[src/rtl/reg_share_arb_if.sv]
// reg_share_arb_if: requester-side req/wen/wdata and grant/status/q bundle for reg_share_arb
interface reg_share_arb_if #(
  parameter int NREQ  = 4,
  parameter int WIDTH = 8
);
  localparam int OW = $clog2(NREQ);
  logic [NREQ-1:0]       req;
  logic [NREQ-1:0]       wen;
  logic [NREQ*WIDTH-1:0] wdata;
  logic [NREQ-1:0]       gnt;
  logic [OW-1:0]         owner;
  logic                  busy;
  logic [WIDTH-1:0]      q;
  logic                  timeout;
  modport master (output req, wen, wdata, input gnt, owner, busy, q, timeout);
  modport slave  (input req, wen, wdata, output gnt, owner, busy, q, timeout);
endinterface

[src/rtl/reg_share_arb.sv]
// reg_share_arb: round-robin owner arbitration of one shared register; ARB_TIMEOUT_EN adds forced release after MAX_HOLD cycles
module reg_share_arb #(
  parameter int NREQ     = 4,
  parameter int WIDTH    = 8,
  parameter int MAX_HOLD = 8
) (
  input logic           clk,
  input logic           rst_h,
  reg_share_arb_if.slave bus
);
  localparam int OW = $clog2(NREQ);
  typedef enum logic {IDLE, OWNED} state_t;
  state_t           state_q, state_d;
  logic [NREQ-1:0]  gnt_q, gnt_d;
  logic [OW-1:0]    owner_q, owner_d, ptr_q, ptr_d, pick, nxt, idx;
  logic [WIDTH-1:0] q_q, q_d;
  logic             found;
  int               s;
`ifdef ARB_TIMEOUT_EN
  logic [7:0]       cnt_q, cnt_d;
  logic             to_q, to_d;
`endif
  // Scan downward so the lowest offset from the pointer wins
  always_comb begin
    pick  = '0;
    found = 1'b0;
    s     = 0;
    idx   = '0;
    for (int k = NREQ - 1; k >= 0; k--) begin
      s = int'(ptr_q) + k;
      if (s >= NREQ) s = s - NREQ;
      idx = OW'(s);
      if (bus.req[idx]) begin
        pick  = idx;
        found = 1'b1;
      end
    end
  end
  assign nxt = (owner_q == OW'(NREQ - 1)) ? '0 : owner_q + 1'b1;
  always_comb begin
    state_d = state_q;
    gnt_d   = gnt_q;
    owner_d = owner_q;
    ptr_d   = ptr_q;
    q_d     = q_q;
`ifdef ARB_TIMEOUT_EN
    cnt_d   = cnt_q;
    to_d    = 1'b0;
`endif
    if (state_q == IDLE) begin
      if (found) begin
        state_d = OWNED;
        gnt_d   = {{(NREQ-1){1'b0}}, 1'b1} << pick;
        owner_d = pick;
`ifdef ARB_TIMEOUT_EN
        cnt_d   = '0;
`endif
      end
    end else if (!bus.req[owner_q]) begin
      state_d = IDLE;
      gnt_d   = '0;
      ptr_d   = nxt;
    end else begin
      if (bus.wen[owner_q]) q_d = bus.wdata[owner_q*WIDTH +: WIDTH];
`ifdef ARB_TIMEOUT_EN
      if (cnt_q == 8'(MAX_HOLD - 1)) begin
        state_d = IDLE;
        gnt_d   = '0;
        ptr_d   = nxt;
        to_d    = 1'b1;
      end else if (cnt_q != 8'(MAX_HOLD)) begin
        cnt_d = cnt_q + 1'b1;
      end
`endif
    end
  end
  always_ff @(posedge clk or posedge rst_h) begin
    if (rst_h) begin
      state_q <= IDLE;
      gnt_q   <= '0;
      owner_q <= '0;
      ptr_q   <= '0;
      q_q     <= '0;
`ifdef ARB_TIMEOUT_EN
      cnt_q   <= '0;
      to_q    <= 1'b0;
`endif
    end else begin
      state_q <= state_d;
      gnt_q   <= gnt_d;
      owner_q <= owner_d;
      ptr_q   <= ptr_d;
      q_q     <= q_d;
`ifdef ARB_TIMEOUT_EN
      cnt_q   <= cnt_d;
      to_q    <= to_d;
`endif
    end
  end
  assign bus.gnt   = gnt_q;
  assign bus.owner = owner_q;
  assign bus.busy  = (state_q == OWNED);
  assign bus.q     = q_q;
`ifdef ARB_TIMEOUT_EN
  assign bus.timeout = to_q;
`else
  assign bus.timeout = 1'b0;
`endif
endmodule

[src/flat_wrapper.sv]
// flat-port wrapper written by rule: the top's interface ports become plain ports
module reg_share_arb_flat 
#(
  parameter int NREQ     = 4,
  parameter int WIDTH    = 8,
  parameter int MAX_HOLD = 8
)
  (clk, rst_h, bus_req, bus_wen, bus_wdata, bus_gnt, bus_owner, bus_busy, bus_q, bus_timeout);
  reg_share_arb_if #(.NREQ(NREQ), .WIDTH(WIDTH)) bus_i ();
  input logic clk;
  input logic rst_h;
  input wire logic [$bits(bus_i.req)-1:0] bus_req;
  input wire logic [$bits(bus_i.wen)-1:0] bus_wen;
  input wire logic [$bits(bus_i.wdata)-1:0] bus_wdata;
  output wire logic [$bits(bus_i.gnt)-1:0] bus_gnt;
  output wire logic [$bits(bus_i.owner)-1:0] bus_owner;
  output wire logic [$bits(bus_i.busy)-1:0] bus_busy;
  output wire logic [$bits(bus_i.q)-1:0] bus_q;
  output wire logic [$bits(bus_i.timeout)-1:0] bus_timeout;
  assign bus_i.req = bus_req;
  assign bus_i.wen = bus_wen;
  assign bus_i.wdata = bus_wdata;
  assign bus_gnt = bus_i.gnt;
  assign bus_owner = bus_i.owner;
  assign bus_busy = bus_i.busy;
  assign bus_q = bus_i.q;
  assign bus_timeout = bus_i.timeout;
  reg_share_arb #(.NREQ(NREQ), .WIDTH(WIDTH), .MAX_HOLD(MAX_HOLD)) u_core (.clk(clk), .rst_h(rst_h), .bus(bus_i));
endmodule
[config.mk]
export PLATFORM = sky130hd
export DESIGN_NAME = reg_share_arb_flat
export DESIGN_NICKNAME = d
export VERILOG_FILES = /design/src/rtl/reg_share_arb_if.sv /design/src/rtl/reg_share_arb.sv /design/src/flat_wrapper.sv
export SDC_FILE = /design/constraint.sdc
export NUM_CORES = 1
export LEC_CHECK = 0
export ABC_AREA = 1
export ABC_CLOCK_PERIOD_IN_PS = 1700
export BUFFER_PORTS_ARGS = -buffer_cell sky130_fd_sc_hd__buf_2
export CAP_MARGIN = 20
export CELL_PAD_IN_SITES_DETAIL_PLACEMENT = 2
export CELL_PAD_IN_SITES_GLOBAL_PLACEMENT = 2
export CORE_ASPECT_RATIO = 1.1
export CORE_MARGIN = 1.5
export CORE_UTILIZATION = 23
export CTS_CLUSTER_SIZE = 8
export DETAILED_ROUTE_END_ITERATION = 8
export PLACE_DENSITY = 0.82
export SETUP_SLACK_MARGIN = 0.15
export SYNTH_ARGS = -nofsm -noshare
export SYNTH_HDL_FRONTEND = slang
export SYNTH_SLANG_ARGS = --single-unit
[constraint.sdc]
create_clock -name clk -period 1.7 [get_ports clk]
set_input_delay 0.17 -clock clk [delete_from_list [all_inputs] [get_ports clk]]
set_output_delay 0.17 -clock clk [all_outputs]
set_load 0.02 [all_outputs]
Yosys cells after proc, flatten, opt, wreduce, memory -nomap -nowiden
Index checks and enable logic that the tools add are counted.
{"block": "totals", "register_bits": 17, "latchBits": 0, "ram_bits": 0, "romBits": 0, "inputBits": 42, "elab_cells": 64, "n_memories": 0}
{"block": "op_classes", "add_sub_neg": 8, "mul": 0, "n_div": 0, "n_lt_le_gt_ge": 9, "n_eq_ne": 2, "shifts": 2, "n_mux": 31, "bitwise_logic": 2, "reduce_logical": 5}
{"cell": "variable part select 32 x 6 -> 8 bit", "n": 1}
{"cell": "2-to-1 mux 2 bit", "n": 9}
{"cell": "< comparator 2 x 3 -> 1 bit, second input constant", "n": 5}
{"cell": "2-to-1 mux 1 bit", "n": 13}
{"cell": "binary-select mux 1 bit (select 2 bit)", "n": 6}
{"cell": "2-to-1 mux 4 bit", "n": 3}
{"cell": ">= comparator 3 bit, second input constant", "n": 3}
{"cell": "subtractor 2 x 1 -> 2 bit, second input constant", "n": 4}
{"cell": "adder 2 x 2 -> 3 bit, second input constant", "n": 2}
{"cell": "AND reduction 2 bit", "n": 3}
{"cell": "<< shifter 1 x 2 -> 4 bit, first input constant", "n": 1}
{"cell": "adder 2 x 1 -> 3 bit, second input constant", "n": 1}
{"cell": ">= comparator 2 x 3 -> 1 bit, second input constant", "n": 1}
{"cell": "AND reduction 3 bit", "n": 1}
{"cell": "adder 2 x 1 -> 2 bit, second input constant", "n": 1}
{"cell": "== test 2 bit, second input constant", "n": 1}
{"cell": "!= test 2 bit, second input constant", "n": 1}
{"cell": "NOT 1 bit", "n": 2}
{"cell": "nonzero test 2 bit", "n": 1}

Depth between registers and ports, before layout
{"block": "depth", "word_depth": 12, "mapped_depth": 12, "depth_no_buf": 12}

Worst setup path after synthesis
No wires, ideal clock.
{"block": "synth_path", "path_kind": "register to register", "from": "register u_core.owner_q[1] (netlist: u_core.bus.owner[1])", "to": "register u_core.q_q[0] (netlist: u_core.bus.q[0])", "setup_time_ps": 117, "t_arrival_ps": 1367, "path_slack_ps": 216, "stages_incl_launch_ff": 8, "n_path_buf": 1, "period_less_slack_ps": 1484, "path_cell_list": "dfrtp_1 inv_1 clkbuf_1 o21ai_1 o22ai_2 nand2_4 nand2_1 nand2_1"}
{"block": "synth_between", "elab_chain_len": 3, "elab_cells_between_ends": 6, "classes_between": "1 x shift; 4 x mux; 1 x reduce/logical"}
{"element": "from (decl)", "line_no": "reg_share_arb.sv:15", "text": "logic [OW-1:0] owner_q, owner_d, ptr_q, ptr_d, pick, nxt, idx;"}
{"element": "from (signal assigned)", "line_no": "reg_share_arb.sv:91", "text": "owner_q <= owner_d;"}
{"element": "parallel branches: the longest is 3 deep, another holds variable part select 32 x 6 -> 8 bit"}
{"element": "to (signal assigned)", "line_no": "reg_share_arb.sv:93", "text": "q_q <= q_d;"}
{"element": "to (decl)", "line_no": "reg_share_arb.sv:16", "text": "logic [WIDTH-1:0] q_q, q_d;"}
Several ways; the timed one is not identified. The select of a mux whose other input is x is not followed.
A chain may end at the register's enable or synchronous reset.

Worst setup path after layout
{"block": "layout_path", "from": "register u_core.ptr_q[0]", "to": "register u_core.gnt_q[2] (netlist: u_core.bus.gnt[2])"}
{"block": "layout_between", "elab_chain_len": 12, "elab_cells_between_ends": 36, "classes_between": "7 x add/sub; 4 x order compare; 1 x shift; 22 x mux; 2 x reduce/logical"}
{"element": "from (decl)", "line_no": "reg_share_arb.sv:15"}
{"element": "from (signal assigned)", "line_no": "reg_share_arb.sv:92", "text": "ptr_q <= ptr_d;"}
{"element": "adder 2 x 2 -> 3 bit", "line_no": "reg_share_arb.sv:30", "text": "s = int'(ptr_q) + k;"}
{"element": ">= comparator 3 bit / subtractor 2 x 1 -> 2 bit (equally long branches)", "line_no": "reg_share_arb.sv:31", "text": "if (s >= NREQ) s = s - NREQ;"}
{"element": "2-to-1 mux 2 bit", "line_no": "reg_share_arb.sv:31"}
{"element": "binary-select mux 1 bit (select 2 bit)", "line_no": "reg_share_arb.sv:33", "text": "if (bus.req[idx]) begin"}
{"element": "2-to-1 mux 1 bit (not written as such)", "line_no": "reg_share_arb.sv:33"}
{"element": "2-to-1 mux 2 bit (4 in a row)", "line_no": "reg_share_arb.sv:33"}
{"element": "<< shifter 1 x 2 -> 4 bit", "line_no": "reg_share_arb.sv:53", "text": "gnt_d = {{(NREQ-1){1'b0}}, 1'b1} << pick;"}
{"element": "2-to-1 mux 4 bit", "line_no": "reg_share_arb.sv:51", "text": "if (found) begin"}
{"element": "2-to-1 mux 4 bit", "line_no": "reg_share_arb.sv:50", "text": "if (state_q == IDLE) begin"}
{"element": "to (signal assigned)", "line_no": "reg_share_arb.sv:90", "text": "gnt_q <= gnt_d;"}
{"element": "to (decl)", "line_no": "reg_share_arb.sv:14", "text": "logic [NREQ-1:0] gnt_q, gnt_d;"}
Several ways; a longest one is shown, not always the timed one. The select of a mux whose other input is x is not followed.

==> impl_metrics.py <==
metrics = {
    "clock_tree": {
        "numCtsBuffers": 3,
        "cts_max_path_buffers": 2,
        "path_clk_slew_ns": 0.07,
        "cts.sinks": 17,
        "clk_latency_ns": 0.25,
        "cts_htree_levels": 1,
        "clockRootBuffer": "clkbuf_8",
        "cts_tree": "done",
    },
    "route": {
        "routed_wl_microns": 4560,
        "first_pass_iters": 4,
        "viasPerCell": 4.49,
        "drc_errors": 0,
        "drt-initial-drc-count": 20,
        "ant_nets": 0,
        "wl_per_cell_microns": 13.8,
        "via_count": 1482,
    },
    "critical_path": {
        "critPathMaxFanout": 7,
        "worstPathArrival_ns": 1.69,
        "rr_startpoint": "u_core.ptr_q[0]$_DFFE_PP0P_",
        "worstSetupPathType": "flip-flop to flip-flop",
        "path_delay_family": "simple AND/OR/NAND/NOR gates",
        "cp_cell_sequence": "inv_2, nand2_2, nand2_4, nand2_4, nand2_4, nor2_4, a21oi_4, nor2_4, nand2_1, nand2_1",
        "cp_common_cell": "nand2_4",
        "cp_data_required_time_ns": 1.84,
        "r2r_end": "u_core.bus.gnt[2]$_DFFE_PP0P_",
        "reg2reg_depth": 10,
        "path_buf_inv": 1,
        "critical_path.slowest_cell": "dfrtp_1",
        "reg2reg_slack_ns": 0.15,
        "worst_setup_path_start_kind": "flip-flop",
        "slowest_delay_ns": 0.43,
        "critPathCaptureType": "flip-flop",
    },
    "floorplanning": {
        "die-height_microns": 80.6,
        "die_area_sq_mm": 0.00592,
        "io_pins": 58,
        "die-width_microns": 73.5,
        "core_area_sq_mm": 0.00533,
        "initial_core_util_pct": 23.6,
        "row_count": 28,
    },
    "global_route": {
        "grt_pass1_wl_microns": 7290,
        "grt_overflow": 0,
        "grt.met3_usage_pct": 2.63,
        "use_met1_pct": 19.3,
        "grt_antenna_before_repair": 0,
        "grt_max_degree": 18,
        "top_usage_layer": "met2",
        "grt_pass1_vias": 1608,
        "grt_use_total_pct": 15.8,
        "met2_usage_pct": 28.9,
    },
    "logic_synthesis": {
        "synth_largest_area_cell": "dfrtp_1",
        "synth_cell_types": 28,
        "ys_top_cells_by_area": "dfrtp_1 (34%), nand2_1 (18%), o21ai_0 (8.0%)",
        "ys_ff_latch": 17,
        "yosys.area.top_type_share_pct": 33.8,
        "yosysSeqAreaShare_pct": 33.8,
        "synth_nets": 233,
        "syn_area_sq_mm": 0.00126,
        "syn_area_per_cell_sq_um": 6.62,
        "yosys_warnings": 0,
        "netlist_instances": 190,
    },
    "layout": {
        "final_cell_mix": "buf_2 (56), nand2_1 (46), nor2_1 (20), o21ai_0 (20), nand2_2 (18)",
        "layout_commonest_cell": "buf_2",
        "nets": 299,
        "num_antenna_cells": 0,
        "syn2layout_area_growth_pct": 44.6,
        "layout-drive-gt1-share_pct": 43.5,
        "design_area_sq_mm": 0.00182,
    },
    "placement": {
        "place_area_sq_mm": 0.00164,
        "portBuffers": 56,
        "gp_congestion": 0.741,
        "post-dp-hpwl_microns": 3570,
    },
    "sta": {
        "relSlewSlack_pct": 54.7,
        "fin_crit_ns": 1.55,
        "setup_viol": 0,
        "skew_ns": 0.000957,
        "hold_viol_final": 0,
        "maxSlewViolCount": 0,
        "setup_tns_ns": 0,
        "rsz0062_at_grt": "true",
        "clock.fmax_mhz": 645,
        "fin_crit_sh_pct": 91.2,
        "worstMarginPinSlew_ns": 0.678,
    },
    "power": {
        "ir_drop_mv": 0.591,
        "power.density_mw_per_mm2": 2040,
        "total_leakage_power_nw": 0.989,
        "total_power_mw": 3.71,
    },
    "job": {
        "max_cap_violations": 0,
    },
    "hold_path": {
        "min_path_type": "primary input to async pin",
    },
    "outcome": {
        "status": "complete, no violations",
    },
}
==> synth_stat cells (all sizes together) <==
cell type / n
inv: 16
nand2: 69
nand4: 2
conb: 1
o21ai: 24
o31ai: 1
or2: 1
nor2: 24
buf: 6
o22ai: 9
ha: 1
nand3: 12
a21oi: 5
clkinv: 1
dfrtp: 17
clkbuf: 1
==> logic make-up (layout without fill, tap and decap cells) <==
family,count (synthesis),in the layout,share of synthesized area [%]
buffers and inverters,24,89,8.95
DFF,17,17,33.8
adders and majority gates,1,1,0.995
AOI/OAI and AO/OA,39,39,18.9
other,1,1,0.298
and+or+nand+nor,108,108,37.0
==> cell type report <==
cell class	instances	area, sq um
Clock buffer	3	41.3
Clock inverter	1	5.00
Fill cell	676	3510
Inverter	17	63.8
Multi-Input combinational cell	149	808
Sequential cell	17	428
Tap cell	75	93.8
Timing Repair Buffer	68	378
==> per-layer routing <==
metal / part of all wire (%) / routed length, microns / vias up
met3: 3.7 / 168 / 4
li1: - / - / 742
met4: 0.85 / 39 / 0
met5: 0 / 0 / -
met1: 41 / 1890 / 701
met2: 54 / 2470 / 35
==> power breakdown <==
part	leakage (nW)	switching [mW]	internal (mW)
sequential	0.212	0.168	0.600
clock	0.0255	0.140	0.162
combinational	0.751	1.69	0.948
total	0.989	2.00	1.71
==> state kept, by name, summed over array words and instances, names as in the netlist <==
name              count
u_core.bus.q          8
u_core.bus.gnt        4
u_core.bus.owner      2
u_core.ptr_q          2
u_core.bus.busy       1
==> metrics by stage <==
step / setup WS, ns / hold slack (ns) / cells / utilization, %
after CTS: 0.154 / 0.0325 / 326 / 32.0
after global routing: 0.0498 / 0.0487 / 330 / 34.1
final: 0.149 / 0.0113 / 330 / 34.1
after detailed placement: 0.108 / 0.310 / 322 / 30.9
after global placement: 0.167 / 0.299 / 322 / 30.9
after floorplan: 0.216 / 0.0961 / 190 / -
==> what timing repair did <==
item	4_1_cts	5_1_grt
endpoints found under the setup margin	6	15
hold buffers	0	0
gates resized for setup	5	26
pin swaps	3	17
setup buffers	0	4
==> worst max path at each step <==
stage,to,start,cells past startpoint,slack (ns)
5_1_grt,u_core.bus.gnt[2]$_DFFE_PP0P_,u_core.ptr_q[0]$_DFFE_PP0P_,10,0.05
3_3_place_gp,u_core.bus.owner[0]$_DFFE_PP0P_,u_core.ptr_q[0]$_DFFE_PP0P_,11,0.17
4_1_cts,u_core.bus.owner[0]$_DFFE_PP0P_,u_core.ptr_q[0]$_DFFE_PP0P_,11,0.15
6_report,u_core.bus.gnt[2]$_DFFE_PP0P_,u_core.ptr_q[0]$_DFFE_PP0P_,10,0.15
2_1_floorplan,u_core.bus.q[0]$_DFFE_PP0P_,u_core.bus.owner[1]$_DFFE_PP0P_,7,0.22
3_5_place_dp,u_core.bus.owner[0]$_DFFE_PP0P_,u_core.ptr_q[0]$_DFFE_PP0P_,11,0.11
Power figures use the tool's default switching activity.
